$ cat src/rtl/ibex_register_file_wipe.sv
`default_nettype none
// ============================================================================
// Module   : ibex_register_file_wipe
// Brief    : Flip-flop register file with hard-wired word 0 and a sequential
//            wipe engine that resets every architectural register to WipeVal.
// Revision : 1.0
// ============================================================================
module ibex_register_file_wipe #(
  parameter int unsigned          DataWidth    = 32,
  parameter int unsigned          NumWords     = 32,
  parameter int unsigned          NumRead      = 2,
  parameter int unsigned          WipePerCycle = 1,
  parameter logic [DataWidth-1:0] WipeVal      = '0
) (
  input  logic                           clk_i,
  input  logic                           rst_i,
  input  logic [NumRead*5-1:0]           raddr_i,
  output logic [NumRead*DataWidth-1:0]   rdata_o,
  input  logic [4:0]                     waddr_i,
  input  logic [DataWidth-1:0]           wdata_i,
  input  logic                           we_i,
  input  logic                           sec_zero_i,
  input  logic                           wipe_req_i,
  output logic                           wipe_busy_o,
  output logic                           wipe_done_o,
  output logic                           err_o
);

  localparam int unsigned          c_cnt_w = $clog2(NumWords) + 1;
  localparam logic [c_cnt_w-1:0]   c_step  = c_cnt_w'(WipePerCycle);
  localparam logic [c_cnt_w-1:0]   c_words = c_cnt_w'(NumWords);
  localparam logic [c_cnt_w-1:0]   c_one   = c_cnt_w'(1);
  localparam logic [5:0]           c_nw6   = 6'(NumWords);

  typedef enum logic [1:0] {
    StIdle = 2'd0,
    StWipe = 2'd1,
    StDone = 2'd2
  } state_e;

  state_e               r_state;
  logic [c_cnt_w-1:0]   r_cnt;
  logic                 r_busy;
  logic                 r_done;
  logic                 r_err;
  logic [DataWidth-1:0] r_mem [1:NumWords-1];

  logic [c_cnt_w-1:0]   w_cnt_end;
  logic                 w_last;
  logic                 w_wiping;
  logic                 w_waddr_oob;
  logic                 w_we_ok;
  logic                 w_err;
  logic [DataWidth-1:0] w_wdata;
  logic [DataWidth-1:0] w_rf [32];

  // The wipe window covers [r_cnt, w_cnt_end); indices past NumWords-1 simply do not exist.
  assign w_cnt_end   = r_cnt + c_step;
  assign w_last      = (w_cnt_end >= c_words);
  assign w_wiping    = (r_state == StWipe);
  assign w_waddr_oob = ({1'b0, waddr_i} >= c_nw6);
  assign w_we_ok     = we_i && !w_wiping && (waddr_i != 5'd0) && !w_waddr_oob;
  assign w_err       = we_i && (w_wiping || w_waddr_oob);
  assign w_wdata     = sec_zero_i ? WipeVal : wdata_i;

  always_ff @(posedge clk_i or posedge rst_i) begin
    if (rst_i) begin
      for (int i = 1; i < int'(NumWords); i++) begin
        r_mem[i] <= WipeVal;
      end
    end else begin
      for (int i = 1; i < int'(NumWords); i++) begin
        if (w_wiping && (c_cnt_w'(i) >= r_cnt) && (c_cnt_w'(i) < w_cnt_end)) begin
          r_mem[i] <= WipeVal;
        end else if (w_we_ok && (waddr_i == 5'(i))) begin
          r_mem[i] <= w_wdata;
        end
      end
    end
  end

  always_ff @(posedge clk_i or posedge rst_i) begin
    if (rst_i) begin
      r_state <= StIdle;
      r_cnt   <= c_one;
      r_busy  <= 1'b0;
      r_done  <= 1'b0;
      r_err   <= 1'b0;
    end else begin
      r_err  <= w_err;
      r_done <= 1'b0;
      case (r_state)
        StIdle: begin
          if (wipe_req_i) begin
            r_state <= StWipe;
            r_busy  <= 1'b1;
            r_cnt   <= c_one;
          end
        end
        StWipe: begin
          if (w_last) begin
            r_state <= StDone;
            r_busy  <= 1'b0;
            r_done  <= 1'b1;
            r_cnt   <= c_one;
          end else begin
            r_cnt <= w_cnt_end;
          end
        end
        StDone: begin
          r_state <= StIdle;
          r_cnt   <= c_one;
        end
        default: begin
          r_state <= StIdle;
          r_busy  <= 1'b0;
          r_cnt   <= c_one;
        end
      endcase
    end
  end

  // Full 32-entry view so any 5-bit address resolves; unimplemented words read WipeVal.
  generate
    for (genvar i = 0; i < 32; i++) begin : g_rf
      if ((i == 0) || (i >= int'(NumWords))) begin : g_const
        assign w_rf[i] = WipeVal;
      end else begin : g_reg
        assign w_rf[i] = r_mem[i];
      end
    end
    for (genvar k = 0; k < int'(NumRead); k++) begin : g_rd
      assign rdata_o[k*DataWidth +: DataWidth] = w_rf[raddr_i[k*5 +: 5]];
    end
  endgenerate

  assign wipe_busy_o = r_busy;
  assign wipe_done_o = r_done;
  assign err_o       = r_err;

endmodule
`default_nettype wire

$ cat config.mk
export PLATFORM = sky130hd
export DESIGN_NAME = ibex_register_file_wipe
export DESIGN_NICKNAME = d
export VERILOG_FILES = /design/src/rtl/ibex_register_file_wipe.sv
export SDC_FILE = /design/constraint.sdc
export NUM_CORES = 2
export LEC_CHECK = 0
export CORE_UTILIZATION = 55
export CTS_CLUSTER_DIAMETER = 80
export DETAILED_ROUTE_END_ITERATION = 8
export PLACE_DENSITY = 0.8
export SLEW_MARGIN = 20
export SYNTH_ARGS = -nofsm -noshare
export SYNTH_HDL_FRONTEND = slang
export SYNTH_SLANG_ARGS = --single-unit
$ cat constraint.sdc
create_clock -name clk_i -period 88.6 [get_ports clk_i]
set_input_delay 17.72 -clock clk_i [delete_from_list [all_inputs] [get_ports clk_i]]
set_output_delay 17.72 -clock clk_i [all_outputs]
set_load 0.05 [all_outputs]
==> reports/results.ini <==
[placement]
gp_congestion = 0.993
io_buffers = 118
dpl.hpwl_um = 119000

[pwr]
seqPwrFrac = 0.386
swShare = 0.376
combPwrFrac = 0.276
vdd_drop_max_mv = 0.0450
switchingPower_uw = 501
powerDensity_nw_per_um2 = 21.3
p_clk_frac = 0.338
internal_power_uw = 832
p_leak_uw = 0.0251

[detailed_routing]
vias_per_cell = 7.46
drt_pass1_iterations = 8
wire_per_inst_um = 31.3
wirelength_um = 212000
drc = 0
drt_iter0_drc = 8815
ant_nets = 0
vias = 50584

[critical_path]
cp-end-kind = output pin
ff2ff_path_depth = 8
arrival_ns = 22.85
crit_fanout = 73
required_ns = 70.88
startpoint_type = input pin
worst-setup-path-type = in -> out

[sta]
rsz0062_at_grt = no
fin_skew_ns = 0.0267
finalMaxSlewViolations = 0
period_needed_ns = 40.57
fin_tns_setup_ns = 0
clock.fmax_mhz = 24.7
worst_slew_pin_slew_ns = 1.26
setup_viol = 0
timing.slew.headroom = 0.160
finalCritPeriodShare = 0.458
hold_viol_final = 0

[cells_and_area]
drive_gt1_frac = 0.176
nFillCells = 7817
fin_util = 0.612
fin_nets = 5383
area_delta_synth_final_pct = 9.78

[clocking]
hold_buffers = 0
post-cts-setup-buffer-count = 0
ctsResizeCount = 0
clk_latency_ns = 0.72
cts_htree_levels = 3
cts-root-buf = clkbuf_16
cts_tree = done
clock_sink_count = 1003
clkTransAtPathRegs_ns = 0.06
clockBufferDepth = 3
cts_made_buffers = 102

[min_path]
hold_depth = 1
hold_path.class = reg -> reg

[grt]
met3_usage = 0.180
grt.met2_usage = 0.568
use_met1 = 0.499
grt_max_degree = 143
track_usage = 0.405
top_usage_layer = met2
grt_pass1_wl_um = 314000
grt_pass1_vias = 50475
antenna_found_initial = 5
grt_overflow = 0

[synth]
synth_top_area_frac = 0.439
yosysTopAreaCell = dfrtp_1
synth_area_leaders = dfrtp_1 44%, mux4_2 18%, nand2_1 8.6%
synth_cells = 5568
syn-num-nets = 5625
ys_warn_count = 0
syn_area_per_cell_um2 = 10.2
syn_area_um2 = 57100
yosys_register_bits = 1003
ys.flop_type = dfrtp_1
synth_commonest_cells = 1301 x nand2_1, 1002 x dfrtp_1, 882 x a21oi_1
synth_edf_count = 0
synth-seq-area-share = 0.440
yosysMostFrequentCell = nand2_1
ys_types = 68
async_reset_ff_frac = 1.00

[run]
maxCapViolations = 0

[die]
die_w_um = 324
die_area_um2 = 105000
ios = 119
design.core.area_um2 = 102000
die_h_um = 324
start_util = 0.558
rows = 117

[run_status]
status = finished clean

final cells by class:
type                            instances  area, um2  share of cell area
Clock buffer                          153       3010              0.0480
Timing Repair Buffer                  262       2340              0.0374
Sequential cell                      1003      25100               0.401
Tap cell                             1368       1710              0.0273
Clock inverter                         32        395             0.00631
Inverter                               10       45.0            0.000719
Antenna cell                            8       20.0            0.000320
Multi-Input combinational cell       3947      30000               0.479
kinds of logic after synthesis:
group / after synthesis / share of synthesized area
buffers and inverters: 618 / 0.0437
AO/OA/AOI/OAI: 1319 / 0.133
flip-flops: 1003 / 0.440
XOR/XNOR: 2 / 0.000307
AND/OR/NAND/NOR: 1692 / 0.119
adder cells (fa/ha/maj): 5 / 0.00110
multiplexers: 929 / 0.263
path summary, 6_finish.rpt:
check,endpoint,start,slack (ns)
worst max-delay path,rdata_o[30],raddr_i[0],48.03
worst min-delay path,r_mem[29]$_DFFE_PP0P_,r_mem[29]$_DFFE_PP0P_,0.53
worst max register to register,r_mem[56]$_DFFE_PP0P_,r_cnt[1]$_DFFE_PP0P_,84.26
worst min register to register,r_mem[29]$_DFFE_PP0P_,r_mem[29]$_DFFE_PP0P_,0.53
max in group asynchronous,r_mem[288]$_DFFE_PP0P_,rst_i,67.98
min in group asynchronous,r_mem[538]$_DFFE_PP0P_,rst_i,17.55
layer usage:
metal  vias to the layer above  routed length [um]
met2                      5132               89200
met4                        12               17800
met5                         -                 377
li1                      19506                   -
met1                     24637               68300
met3                      1297               36600
per-stage QoR:
stage / setup WS, ns / hold slack (ns) / instances / area [um2] / total power, uW
after floorplan: 42.66 / 0.478 / 5568 / 57100 / 718
after global placement: 48.28 / 0.494 / 6588 / 59200 / 857
after detailed placement: 48.26 / 0.506 / 6588 / 59200 / 864
after CTS: 48.24 / 0.525 / 6773 / 62600 / 1310
after global routing: 47.80 / 0.541 / 6777 / 62600 / 1350
final: 48.03 / 0.525 / 6783 / 62600 / 1330
power groups by stage:
| stage | Sequential (uW) | Combinational (uW) | Clock [uW] |
|---|---|---|---|
| floorplan | 511 | 207 | 0 |
| global placement | 518 | 339 | 0 |
| detailed placement | 521 | 344 | 0 |
| CTS | 513 | 344 | 448 |
| global route | 518 | 370 | 466 |
| finish | 515 | 367 | 451 |
critical path, stage by stage:
cell and delay (ns):
buf_8 0.54, buf_4 0.91, buf_4 0.79, nor2b_2 0.33
buf_4 0.34, a22oi_1 0.22, o21ai_0 0.11, a21oi_1 0.65
o221ai_1 0.33, clkdlybuf4s50_1 0.78
sequential cells by signal, summed over array words and instances, names as in the netlist:
register	cells
r_mem	992
r_cnt	6
r_state	2
err_o	1
wipe_busy_o	1
wipe_done_o	1
layout by cell type (no fill, tap or decap), types with 18 or more instances in the layout:
cell / instances
nand2_1: 1300
dfrtp_1: 1002
a21oi_1: 874
mux4_2: 448
mux2i_1: 417
nor2_1: 176
buf_4: 143
clkdlybuf4s50_1: 109
o21ai_0: 105
clkbuf_16: 103
a211oi_1: 98
o221ai_1: 65
mux2_2: 64
a22oi_1: 64
nand3_1: 43
nand2b_1: 41
a31oi_1: 35
a22o_1: 33
nor2b_2: 32
clkbuf_1: 26
clkbuf_8: 24
clkinv_2: 18
No activity file was read; power rests on OpenSTA's default activity.
